--- src/rtl/instruction_sequencer_pkg.sv ---
// Shared definitions for the instruction sequencer: instruction fields, opcodes,
// state encoding and opcode legality check.
package instruction_sequencer_pkg;

    localparam int unsigned IR_W   = 9;
    localparam int unsigned IMM_W  = 9;
    localparam int unsigned CNT_W  = 2;
    localparam int unsigned OP_W   = 3;

    // Instruction word field positions
    localparam int unsigned OP_MSB = 8;
    localparam int unsigned OP_LSB = 6;
    localparam int unsigned RA_MSB = 5;
    localparam int unsigned RA_LSB = 3;
    localparam int unsigned RB_MSB = 2;
    localparam int unsigned RB_LSB = 0;

    localparam logic [OP_W-1:0] OP_ADD = 3'b000;
    localparam logic [OP_W-1:0] OP_SUB = 3'b001;
    localparam logic [OP_W-1:0] OP_NAN = 3'b010;
    localparam logic [OP_W-1:0] OP_OUT = 3'b100;
    localparam logic [OP_W-1:0] OP_LDI = 3'b101;
    localparam logic [OP_W-1:0] OP_REP = 3'b111;

    typedef enum logic [1:0] {
        S_IDLE = 2'b00,
        S_IMM  = 2'b01,
        S_EXEC = 2'b10
    } state_t;

    function automatic logic is_legal_op(input logic [OP_W-1:0] op);
        logic legal;
        case (op)
            OP_ADD, OP_SUB, OP_NAN, OP_OUT, OP_LDI, OP_REP: legal = 1'b1;
            default:                                        legal = 1'b0;
        endcase
        return legal;
    endfunction

endpackage

--- src/rtl/instruction_sequencer_step_counter.sv ---
// Two-bit step counter with enable, synchronous clear and a wrap flag raised
// while the counter is enabled at its terminal value.
module step_counter
    import instruction_sequencer_pkg::*;
(
    input  logic             clock,
    input  logic             resetn,
    input  logic             i_en,
    input  logic             i_clr,
    output logic [CNT_W-1:0] o_count,
    output logic             o_wrap_c
);

    logic [CNT_W-1:0] r_count;

    always_ff @(posedge clock or negedge resetn) begin
        if (!resetn) begin
            r_count <= '0;
        end else if (i_clr) begin
            r_count <= '0;
        end else if (i_en) begin
            r_count <= r_count + CNT_W'(1);
        end
    end

    assign o_count  = r_count;
    assign o_wrap_c = i_en && (r_count == {CNT_W{1'b1}});

endmodule

--- src/rtl/instruction_sequencer.sv ---
// Fetch/step stage: captures an instruction (and the LDI immediate), then walks
// the control unit through steps 00..11 and pulses done.
module instruction_sequencer
    import instruction_sequencer_pkg::*;
#(
    parameter int unsigned IR_WIDTH  = IR_W,
    parameter int unsigned IMM_WIDTH = IMM_W
) (
    input  logic                 clock,
    input  logic                 resetn,
    input  logic [IR_WIDTH-1:0]  din,
    input  logic                 run,
    output logic [IR_WIDTH-1:0]  ir,
    output logic [IMM_WIDTH-1:0] imm,
    output logic [CNT_W-1:0]     count,
    output logic                 busy,
    output logic                 done,
    output logic                 illegal
);

    state_t                r_state;
    state_t                w_state_nxt;
    logic [IR_WIDTH-1:0]   r_ir;
    logic [IR_WIDTH-1:0]   w_ir_nxt;
    logic [IMM_WIDTH-1:0]  r_imm;
    logic [IMM_WIDTH-1:0]  w_imm_nxt;
    logic                  r_busy;
    logic                  r_done;
    logic                  w_done_nxt;
    logic                  r_illegal;
    logic                  w_illegal_nxt;
    logic                  w_cnt_en;
    logic                  w_cnt_clr;
    logic                  w_wrap;
    logic [OP_W-1:0]       w_op;
    logic [CNT_W-1:0]      w_count;

    assign w_op = din[OP_MSB:OP_LSB];

    always_ff @(posedge clock or negedge resetn) begin
        if (!resetn) begin
            r_state <= S_IDLE;
        end else begin
            r_state <= w_state_nxt;
        end
    end

    always_comb begin
        w_state_nxt   = r_state;
        w_ir_nxt      = r_ir;
        w_imm_nxt     = r_imm;
        w_done_nxt    = 1'b0;
        w_illegal_nxt = 1'b0;
        w_cnt_en      = 1'b0;
        w_cnt_clr     = 1'b0;
        case (r_state)
            S_IDLE: begin
                w_cnt_clr = 1'b1;
                if (run) begin
                    if (is_legal_op(w_op)) begin
                        w_ir_nxt    = din;
                        w_state_nxt = (w_op == OP_LDI) ? S_IMM : S_EXEC;
                    end else begin
                        w_illegal_nxt = 1'b1;
                    end
                end
            end
            S_IMM: begin
                w_cnt_clr = 1'b1;
                if (run) begin
                    w_imm_nxt   = IMM_WIDTH'(din);
                    w_state_nxt = S_EXEC;
                end
            end
            S_EXEC: begin
                // Counter rolls 11->00 on the same edge that returns to idle
                w_cnt_en = 1'b1;
                if (w_wrap) begin
                    w_state_nxt = S_IDLE;
                    w_done_nxt  = 1'b1;
                end
            end
            default: begin
                w_state_nxt = S_IDLE;
                w_cnt_clr   = 1'b1;
            end
        endcase
    end

    always_ff @(posedge clock or negedge resetn) begin
        if (!resetn) begin
            r_ir      <= '0;
            r_imm     <= '0;
            r_busy    <= 1'b0;
            r_done    <= 1'b0;
            r_illegal <= 1'b0;
        end else begin
            r_ir      <= w_ir_nxt;
            r_imm     <= w_imm_nxt;
            r_busy    <= (w_state_nxt != S_IDLE);
            r_done    <= w_done_nxt;
            r_illegal <= w_illegal_nxt;
        end
    end

    step_counter u_step_counter (
        .clock    (clock),
        .resetn   (resetn),
        .i_en     (w_cnt_en),
        .i_clr    (w_cnt_clr),
        .o_count  (w_count),
        .o_wrap_c (w_wrap)
    );

    assign ir      = r_ir;
    assign imm     = r_imm;
    assign count   = w_count;
    assign busy    = r_busy;
    assign done    = r_done;
    assign illegal = r_illegal;

endmodule
--- config.mk ---
export PLATFORM = sky130hd
export DESIGN_NAME = instruction_sequencer
export DESIGN_NICKNAME = d
export VERILOG_FILES = /design/src/rtl/instruction_sequencer_pkg.sv /design/src/rtl/instruction_sequencer_step_counter.sv /design/src/rtl/instruction_sequencer.sv
export SDC_FILE = /design/constraint.sdc
export NUM_CORES = 1
export LEC_CHECK = 0
export CORE_MARGIN = 5
export CORE_UTILIZATION = 40
export DETAILED_ROUTE_END_ITERATION = 7
export PLACE_DENSITY_LB_ADDON = 0.15
export SYNTH_ARGS = -nofsm -noshare
export SYNTH_HDL_FRONTEND = slang
export SYNTH_SLANG_ARGS = --single-unit
--- constraint.sdc ---
create_clock -name clock -period 2 [get_ports clock]
set_input_delay 0.5 -clock clock [delete_from_list [all_inputs] [get_ports clock]]
set_output_delay 0.5 -clock clock [all_outputs]
set_load 0.05 [all_outputs]
**Word level (Yosys, flattened, before mapping)**

Cells that the tools add are included.

- Bits in registers: 25
- Bits of input ports: 12

- $add $sub $neg: 1
- Eq/ne operators: 9
- Muxes and demuxes: 17
- Reductions and logical operators: 7

Operator list:

| cell | number |
|---|---|
| $mux 2 | 7 |
| $eq 3x3->1 const B | 3 |
| $mux 1 | 9 |
| $pmux 2 s3 | 1 |
| $reduce_or 6->1 | 1 |
| $eq 2x2->1 const B | 2 |
| $eq 3x1->1 const B | 1 |
| $eq 3x2->1 const B | 1 |
| $logic_not 3->1 | 1 |
| $reduce_and 3->1 | 1 |
| $add 2x1->2 const B | 1 |
| $eq 2x1->1 const B | 1 |
| $logic_not 2->1 | 1 |
| $ne 2x1->1 const B | 1 |
| $reduce_and 2->1 | 1 |
| $reduce_bool 2->1 | 1 |
| $logic_and 1x1->1 | 1 |

**Depth between registers and ports, before layout**

Gate-level depths: netlist of the first run.

- Depth in word-level cells: 9
- Depth in mapped cells: 4
- Mapped depth without buffers: 4

**Modules after synthesis**

A second synthesis of the first run with hierarchy kept.

- Cell total of the unflattened synthesis: 69
- Area total of the unflattened synthesis: 1016.0 µm²

Modules (own cells, without submodules):

| module | times used | cells an instance | area an instance (µm²) | seq. area each (µm²) |
|---|---|---|---|---|
| instruction_sequencer | 1 | 61 | 919.6 | 575.6 |
| step_counter | 1 | 8 | 96.3 | 50.0 |

**Least setup slack after synthesis of the first run**

OpenSTA, ideal clock, no wires.

- Path type: input to register
- Start point: in run
- End point: reg r_ir[0], in the netlist ir[0]
- Arrival time: 1459 ps
- Required time: 1875 ps
- Slack: 416 ps
- Stages on the path: 3
- Path through: or3b_4 > a21oi_4 > mux2_2

- Cells in the longest elaborated chain, start to end: 1

RTL lines:

| element | line | RTL |
|---|---|---|
| start, declared | instruction_sequencer.sv:12 | `input logic run,` |
| $reduce_and 3->1 (no source line) | - |  |
| end signal, assigned | instruction_sequencer.sv:98 | `r_ir <= w_ir_nxt;` |
| end, declared | instruction_sequencer.sv:23 | `logic [IR_WIDTH-1:0] r_ir;` |

Every way passes these cells.
A chain may end at the register's enable or synchronous reset.

**Worst setup path after layout of the first run**

- Start point: in run
- End point: reg r_ir[6], in the netlist ir[6]

Same word-level chain as after synthesis.

==> impl_metrics.json, run 1 <==
{
  "die_h_um": 59.78,
  "synth_area_um2": 991.0,
  "ys_seq_elements": 25,
  "comb_power_share_pct": 56.6,
  "skew_ps": 4.944,
  "status": "completed",
  "final_layout_size_suffix_gt1_share_pct": 34.86,
  "ys_warn_count": 0,
  "setup_violations": 0,
  "start_kind": "primary input",
  "synthesis.nets": 79,
  "slowest_delay_ps": 470,
  "insertion_delay_ps": 320,
  "cp_top_family": "buffers and inverters",
  "fmax_mhz": 551.0,
  "n_fill_cell": 215,
  "setup_ws_ps": 185.2,
  "grt_antenna_before_repair": 0,
  "ctsHtreeMaxLevel": 1,
  "power_leakage_nw": 0.7690,
  "crit_buf_inv": 1,
  "cts_root_buf": "clkbuf_4",
  "critPathKind": "primary input to flop",
  "fp.coreArea_mm2": 0.002432,
  "fin_util_pct": 58.23,
  "cts_hold_buf": 0,
  "tightest_slew_ps": 510.8,
  "wl_um": 1985,
  "p_int_mw": 1.250,
  "syn_area_per_cell_um2": 15.01,
  "power_frac_clock_pct": 9.1,
  "cts_max_path_buffers": 2,
  "grt_pass1_wl_um": 3429,
  "io-pin-count": 35,
  "drtIter0Drc": 7,
  "drc": 0,
  "rsz0062_at_grt": "false",
  "routedWlPerCell_um": 14.28,
  "netSwitchingFraction_pct": 48.72,
  "vdd_drop_max_mv": 0.9990,
  "crit_fanout": 9,
  "gp_congestion": 0.7150,
  "grt_pass1_vias": 748,
  "slew_viol_final": 0,
  "cts_tree": "done",
  "pre_cts_ws_ps": -184.7,
  "slew_headroom_pct": 65.89,
  "vias": 679,
  "hold_viol_final": 0,
  "first_pass_iters": 4,
  "min_period_ps": 1815,
  "port_buffers": 34,
  "critPathCaptureType": "flop",
  "p_seq_share_pct": 34.2,
  "grt_util_all_layers_pct": 12.86,
  "post-cts-setup-buffers": 0,
  "slowest_stage": "clkdlybuf4s50_1",
  "fin_nets": 123,
  "ys_types": 20,
  "grt_max_degree": 26,
  "crit_required_ps": 2210,
  "max_cap_viol_count": 0,
  "cp_cell_sequence": "clkdlybuf4s50_1 > or3b_4 > a21oi_4 > mux2_2",
  "hpwl_um": 1469,
  "cts_sinks": 25,
  "via_per_inst": 4.885,
  "area_growth_pct": 42.93,
  "rows": 18,
  "fp.dieArea_mm2": 0.003573,
  "die_x_um": 59.78,
  "antenna_left": 0,
  "antenna_cells": 0,
  "grt_overflow_total": 0,
  "p_sw_mw": 1.188,
  "finalCritPeriodShare_pct": 90.74,
  "arrival_ps": 2030,
  "power.density_mw_per_mm2": 1722,
  "synthCells": 66,
  "yosysSeqAreaShare_pct": 63.13,
  "start_util_pct": 40.74,
  "hold_class": "flop to flop",
  "clk_pin_slew_ps": 130,
  "numCtsBuffers": 3
}
through the flow:
step           power (mW)  hold WS, ps  setup TNS, ps  area (um^2)  std cells
3_3_place_gp        2.278        455.8          -1194         1384        135
6_report            2.439        482.4              0         1416        139
3_5_place_dp        2.304        467.1          -1393         1384        135
2_1_floorplan       1.813        204.4              0        991.0         66
5_1_grt             2.574        525.8              0         1416        139
4_1_cts             2.479        485.7              0         1401        139
worst register-to-register path, cell delays in order (launching register included):
cell and delay (ps):
dfrtp_1 490, or3b_4 440, a21oi_4 280, mux2_2 380
final cells by class:
type | instances | area (um^2) | share of cell area [%]
repair buffers | 39 | 360.3 | 25.44
flip-flops and latches | 25 | 625.6 | 44.17
clock buffers | 3 | 22.52 | 1.590
multi-input cells | 40 | 361.6 | 25.53
clock inverters | 1 | 5.005 | 0.3534
well taps | 30 | 37.54 | 2.650
inverters | 1 | 3.754 | 0.2650
routing by layer:
layer  track usage (%)  wire length, um  vias to the layer above  share of wire (%)
met4             2.848               12                        0               0.60
li1                  -                -                      320                  -
met2             21.91             1057                       19                 53
met5                 0                0                        -                  0
met1             14.99              792                      338                 40
met3             5.400              122                        2                6.1
flip-flops by register name, indices dropped and copies added, names as in the netlist:
name                    count
ir                          9
imm                         9
illegal                     1
r_state                     2
busy                        1
done                        1
u_step_counter.o_count      2
worst paths after layout:
| kind | startpoint | cells after the start | slack (ps) | endpoint |
|---|---|---|---|---|
| worst max-delay path | run | 4 | 190 | ir[6] |
| worst min-delay path | u_step_counter.o_count[0] | 1 | 480 | u_step_counter.o_count[0] |
| worst max register to register | r_state[1] | 3 | 310 | ir[6] |
| worst min register to register | u_step_counter.o_count[0] | 1 | 480 | u_step_counter.o_count[0] |
| max in group asynchronous | resetn | 2 | 1240 | imm[3] |
| min in group asynchronous | resetn | 2 | 530 | done |
power groups by stage:
| stage | logic (mW) | clock network (mW) | registers (mW) |
|---|---|---|---|
| final | 1.38 | 0.223 | 0.835 |
| after global routing | 1.45 | 0.257 | 0.868 |
| after CTS | 1.40 | 0.237 | 0.839 |
| after detailed placement | 1.45 | 0 | 0.853 |
| after global placement | 1.43 | 0 | 0.846 |
| after floorplan | 0.267 | 0 | 1.55 |
synth_stat cells:
library cell	count	area, um^2
a21oi_4	1	16.27
o221ai_1	1	8.760
inv_1	1	3.750
nand2_2	1	6.260
o21ai_0	1	5.000
xor2_1	1	8.760
and3_1	3	18.77
o22a_1	1	8.760
o211ai_1	1	7.510
mux2_2	17	191.4
and2b_1	2	15.01
nand3b_1	1	7.510
nor2_1	1	3.750
dfrtp_1	25	625.6
or3b_4	1	11.26
nand2b_1	3	18.77
ha_1	1	12.51
nor3b_1	1	7.510
nand2_1	2	7.510
and2_1	1	6.260
kinds of logic (layout without fill, tap and decap cells):
family | after synthesis | in the layout | share of synthesized area (%)
muxes | 17 | 17 | 19.32
AOI/OAI and AO/OA | 5 | 5 | 4.672
and+or+nand+nor | 16 | 16 | 10.35
xor gates and xnor gates | 1 | 1 | 0.8840
adders and majority gates | 1 | 1 | 1.262
DFF | 25 | 25 | 63.13
buffers and inverters | 1 | 44 | 0.3784
timing repair:
item | in CTS | in global routing
setup endpoints to repair | 8 | 6
pin swaps | 0 | 0
gates resized for setup | 8 | 6
layout by cell type (no fill, tap or decap), types with 2 or more instances in the layout:
cell,netlist,layout
dfrtp_1,25,25
mux2_2,17,17
buf_4,0,14
clkdlybuf4s50_1,0,11
dlygate4sd2_1,0,8
dlymetal6s2s_1,0,6
and3_1,3,3
nand2b_1,3,3
clkbuf_4,0,3
and2b_1,2,2
nand2_1,2,2
(Power assumes the default switching activity.)
==> run 2: changes to the inputs <==
--- a/config.mk
+++ b/config.mk
@@ -5,9 +5,11 @@
 export SDC_FILE = /design/constraint.sdc
 export NUM_CORES = 1
 export LEC_CHECK = 0
+export ABC_AREA = 1
 export CORE_MARGIN = 5
-export CORE_UTILIZATION = 40
+export CORE_UTILIZATION = 44
 export DETAILED_ROUTE_END_ITERATION = 7
+export HOLD_SLACK_MARGIN = 0.15
 export PLACE_DENSITY_LB_ADDON = 0.15
 export SYNTH_ARGS = -nofsm -noshare
 export SYNTH_HDL_FRONTEND = slang
==> run 2 against run 1 <==
  * Sequential share of layout area up 0.35 points
  * Register-to-register slack improved by 540 ps
  * Combinational power hardly changed
  * Total power down 0.51%
  * First-iteration DRC count is 100% higher
  * Non-clock buffer count down 3
  * Wire length grew 3.8%
  * Highest routed layer unchanged
==> impl_metrics.json, run 2 <==
{
  "status": "completed",
  "slew_headroom_pct": 66.15,
  "crit_fanout": 2,
  "syn_area_per_cell_um2": 9.792,
  "ys_types": 15,
  "setup_violations": 0,
  "grt_overflow_total": 0,
  "grt_pass1_wl_um": 3808,
  "yosys-top-cells-area": "dfrtp_1 (59%), nand2_1 (11%), inv_1 (4.9%), o21ai_0 (4.7%), nand3_1 (3.8%)",
  "power_leakage_nw": 0.8039,
  "fin_nets": 160,
  "power_mw": 2.426,
  "netSwitchingFraction_pct": 51.29,
  "grt_antenna_before_repair": 0,
  "vdd_drop_max_mv": 0.9240,
  "rsz0062_at_grt": "false",
  "drtIter0Drc": 14,
  "rows": 17,
  "whs_ps": 471.0,
  "hpwl_um": 1631,
  "slew_viol_final": 0,
  "synthCells": 109,
  "fmax_mhz": 581.4,
  "cp_top_family": "buffers and inverters",
  "cp_cell_sequence": "dlygate4sd2_1",
  "min_period_ps": 1720,
  "arrival_ps": 1220,
  "vias": 799,
  "fin_setup_tns_ps": 0,
  "placed_cells": 170,
  "insertion_delay_ps": 310,
  "final_cell_mix": "nand2_1 (31), dfrtp_1 (25), buf_4 (19)",
  "critPathKind": "flop to output port",
  "synth_top_flop_cell": "dfrtp_1",
  "yosys.area.top_type": "dfrtp_1",
  "comb_power_share_pct": 56.8,
  "clk_pin_slew_ps": 120,
  "start_util_pct": 47.34,
  "synth_area_mm2": 0.001067,
  "ys_seq_elements": 25,
  "pre_cts_ws_ps": 260.5,
  "slowest_delay_ps": 540,
  "fp.dieArea_mm2": 0.003511,
  "slowest_stage": "dlygate4sd2_1",
  "finalCritPeriodShare_pct": 86.00,
  "cts_hold_buf": 0,
  "tightest_slew_ps": 506.9,
  "antenna_cells": 0,
  "io-pin-count": 35,
  "yosys-top-cells-count": "nand2_1 (31), dfrtp_1 (25), inv_1 (14)",
  "setup_ws_ps": 280.0,
  "async_reset_ff_share_pct": 100.0,
  "critPathCaptureType": "output port",
  "p_sw_mw": 1.244,
  "hold_class": "flop to flop",
  "final_layout_size_suffix_gt1_share_pct": 21.92,
  "p_seq_share_pct": 34.3,
  "synth_edf_count": 0,
  "p_int_mw": 1.182,
  "area_growth_pct": 31.65,
  "drc": 0,
  "grt_max_degree": 26,
  "grt_util_all_layers_pct": 13.97,
  "hold_viol_final": 0,
  "yosysMostFrequentCell": "nand2_1",
  "synthesis.nets": 122,
  "cts_sinks": 25,
  "die_h_um": 59.25,
  "wl_um": 2061,
  "post-cts-setup-buffers": 0,
  "power_frac_clock_pct": 8.9,
  "grt_pass1_vias": 817,
  "cts_tree": "done",
  "routedWlPerCell_um": 11.84,
  "port_buffers": 34,
  "synth_top_area_share_pct": 58.62,
  "crit_buf_inv": 1,
  "max_cap_viol_count": 0,
  "skew_ps": 10.88,
  "numCtsBuffers": 3,
  "antenna_left": 0,
  "yosysSeqAreaShare_pct": 58.62,
  "ys_warn_count": 0,
  "ctsHtreeMaxLevel": 1,
  "power.density_mw_per_mm2": 1727,
  "fp.coreArea_mm2": 0.002255,
  "final_common_cell": "nand2_1",
  "n_fill_cell": 199,
  "first_pass_iters": 4,
  "crit_required_ps": 1500,
  "cts_root_buf": "clkbuf_4",
  "start_kind": "flop",
  "die_x_um": 59.25,
  "gp_congestion": 0.7583,
  "via_per_inst": 4.592,
  "cts_max_path_buffers": 2,
  "layoutNonFillerInstCount": 174
}
[run 2: cells by family after synthesis]
logic type,synth area share (%)
simple gates,26.73
flops,58.62
fa+ha+maj,1.172
compound gates,4.690
buf+inv,8.792
[run 2: power groups by stage]
stage	registers, mW	clock network [mW]	logic (mW)
after floorplan	1.53	0	0.286
after global placement	0.835	0	1.40
after detailed placement	0.839	0	1.42
after CTS	0.833	0.229	1.39
after global routing	0.865	0.249	1.47
final	0.832	0.217	1.38
[run 2: through the flow]
step	area [um^2]	utilization [%]
floorplan	1067	-
global placement	1378	61.10
detailed placement	1378	61.10
CTS	1400	62.10
global route	1405	62.32
finish	1405	62.32
[run 2: path summary, 6_finish.rpt]
kind / startpoint / to / slack [ps] / cells after the start
max: imm[6] / imm[6] / 280 / 1
min: u_step_counter.o_count[0] / u_step_counter.o_count[0] / 470 / 1
max reg2reg: r_state[0] / ir[0] / 850 / 6
min reg2reg: u_step_counter.o_count[0] / u_step_counter.o_count[0] / 470 / 1
max in group asynchronous: resetn / illegal / 1230 / 2
min in group asynchronous: resetn / imm[7] / 530 / 2
[run 2: what timing repair did]
item	4_1_cts	5_1_grt
gates cloned	0	0
endpoints found under the setup margin	4	2
resized for setup	4	2
[run 2: worst register-to-register path, delay by kind of cell, from the launching register on]
kind,cells,cell delay (ps)
simple gates,4,370
flops,1,440
buf+inv,2,300
[run 2: layout make-up]
type,instances,area [um^2],area share [%]
multi-input cells,66,347.8,24.76
repair buffers,36,312.8,22.26
inverters,15,56.30,4.007
clock buffers,3,22.52,1.603
flip-flops and latches,25,625.6,44.52
clock inverters,1,5.005,0.3562
well taps,28,35.03,2.493
[run 2: per-layer routing]
layer  vias to the layer above  part of all wire, %  global-route usage, %  routed length, um
met5                         -                    0                      0                  0
li1                        409                    -                      -                  -
met1                       366                   48                  20.94                982
met4                         0                 0.63                  4.854                 13
met2                        22                   45                  19.50                921
met3                         2                  7.0                  3.268                144
==> run 3: changes to the inputs <==
--- a/config.mk
+++ b/config.mk
@@ -6,6 +6,7 @@
 export NUM_CORES = 1
 export LEC_CHECK = 0
 export ABC_AREA = 1
+export ABC_CLOCK_PERIOD_IN_PS = 2000
 export CORE_MARGIN = 5
 export CORE_UTILIZATION = 44
 export DETAILED_ROUTE_END_ITERATION = 7
==> constraint.sdc (replaced) <==
create_clock -name clock -period 2 [get_ports clock]
set_input_delay 0.4 -clock clock [delete_from_list [all_inputs] [get_ports clock]]
set_output_delay 0.4 -clock clock [all_outputs]
set_load 0.05 [all_outputs]
==> run 3 against run 2 <==
  * Via count grew 1.8%
  * Cell area grew 2.5%
  * Critical endpoint is now ir[7]
  * Die area is the same
  * Critical path type unchanged
==> impl_metrics.json, run 3 (same netlist as run 2, synthesis figures left out) <==
{
  "fin_nets": 159,
  "hold_class": "primary input to asynchronous set/reset pin",
  "drc": 0,
  "via_per_inst": 4.699,
  "arrival_ps": 1530,
  "gp_congestion": 0.7486,
  "final_layout_size_suffix_gt1_share_pct": 9.655,
  "skew_ps": 6.322,
  "crit_fanout": 2,
  "fin_util_pct": 63.87,
  "cp_cell_sequence": "clkdlybuf4s50_1",
  "tightest_slew_ps": 500.5,
  "rsz0062_at_grt": "false",
  "slowest_delay_ps": 810,
  "die_x_um": 59.25,
  "worstRegToRegCells": 6,
  "fmax_mhz": 516.9,
  "post-cts-setup-buffers": 0,
  "hold_viol_final": 0,
  "final_cell_mix": "clkdlybuf4s50_1 (34), nand2_1 (31), dfrtp_1 (25)",
  "port_buffers": 34,
  "cts_max_path_buffers": 2,
  "crit_required_ps": 1600,
  "grt_overflow_total": 0,
  "io-pin-count": 35,
  "crit_end": "ir[7]",
  "reg2reg_from": "r_state[0]",
  "insertion_delay_ps": 320,
  "area_growth_pct": 34.94,
  "rows": 17,
  "crit_buf_inv": 1,
  "grt_antenna_before_repair": 0,
  "cts_hold_buf": 0,
  "ctsHtreeMaxLevel": 1,
  "max_cap_viol_count": 0,
  "antenna_cells": 0,
  "power.density_mw_per_mm2": 1739,
  "status": "completed",
  "finalCritPeriodShare_pct": 96.73,
  "final_common_cell": "clkdlybuf4s50_1",
  "power_leakage_nw": 0.7250,
  "cp.depth": 1,
  "cp_top_family": "buffers and inverters",
  "setup_violations": 0,
  "grt_max_degree": 26,
  "numCtsBuffers": 3,
  "post_cts_resized": 0,
  "grt_pass1_wl_um": 3670,
  "r2r-end": "ir[1]",
  "hpwl_um": 1653,
  "cts_tree": "done",
  "fin_setup_tns_ps": 0,
  "fp.coreArea_mm2": 0.002255,
  "rrSetupSlack_ps": 740,
  "startpoint": "ir[7]",
  "vias": 813,
  "grt_pass1_vias": 839,
  "cts_sinks": 25,
  "drtIter0Drc": 8,
  "slowest_stage": "clkdlybuf4s50_1",
  "clk_pin_slew_ps": 130,
  "vdd_drop_max_mv": 1.216,
  "fp.dieArea_mm2": 0.003511,
  "cts_root_buf": "clkbuf_4",
  "wl_um": 2122,
  "start_kind": "flop",
  "first_pass_iters": 5,
  "grt_util_all_layers_pct": 13.83,
  "antenna_left": 0,
  "start_util_pct": 47.34,
  "min_period_ps": 1935,
  "slew_viol_final": 0,
  "routedWlPerCell_um": 12.27,
  "die_h_um": 59.25,
  "critPathCaptureType": "output port",
  "critPathKind": "flop to output port",
  "slew_headroom_pct": 66.53
}
[run 3: final cells by class]
class	instances	area, um^2
Fill cell	214	814.5
Sequential cell	25	625.6
Inverter	15	56.30
Clock buffer	3	22.52
Tap cell	28	35.03
Timing Repair Buffer	35	347.8
Clock inverter	1	5.005
Multi-Input combinational cell	66	347.8
[run 3: per-layer routing]
metal  track usage (%)  vias to the layer above  part of all wire, %  wire, um
met5                 0                        -                    0         0
met4             6.796                        0                  2.0        42
met3             3.268                        5                  5.7       122
met2             21.84                       23                   45       954
met1             17.63                      377                   47      1003
li1                  -                      408                    -         -
[run 3: worst min path at each step]
stage	from	endpoint	slack (ps)
2_1_floorplan	resetn	busy	100
3_3_place_gp	u_step_counter.o_count[0]	u_step_counter.o_count[0]	440
3_5_place_dp	u_step_counter.o_count[0]	u_step_counter.o_count[0]	460
4_1_cts	resetn	u_step_counter.o_count[0]	420
5_1_grt	resetn	u_step_counter.o_count[0]	440
6_report	resetn	u_step_counter.o_count[0]	420
[run 3: per-stage QoR]
step	instance area [um^2]	setup WS (ps)	hold WS (ps)	cells	total power [mW]
global placement	1413	332.3	442.3	169	2.278
finish	1440	65.35	421.1	173	2.505
global route	1440	15.66	441.7	173	2.654
CTS	1440	53.89	423.8	173	2.532
detailed placement	1413	279.9	455.8	169	2.303
floorplan	1067	795.6	104.4	109	1.811
[run 3: power by group]
| part | internal, mW | switching [mW] |
|---|---|---|
| Combinational | 0.467 | 0.983 |
| Clock | 0.0750 | 0.150 |
| Sequential | 0.712 | 0.119 |
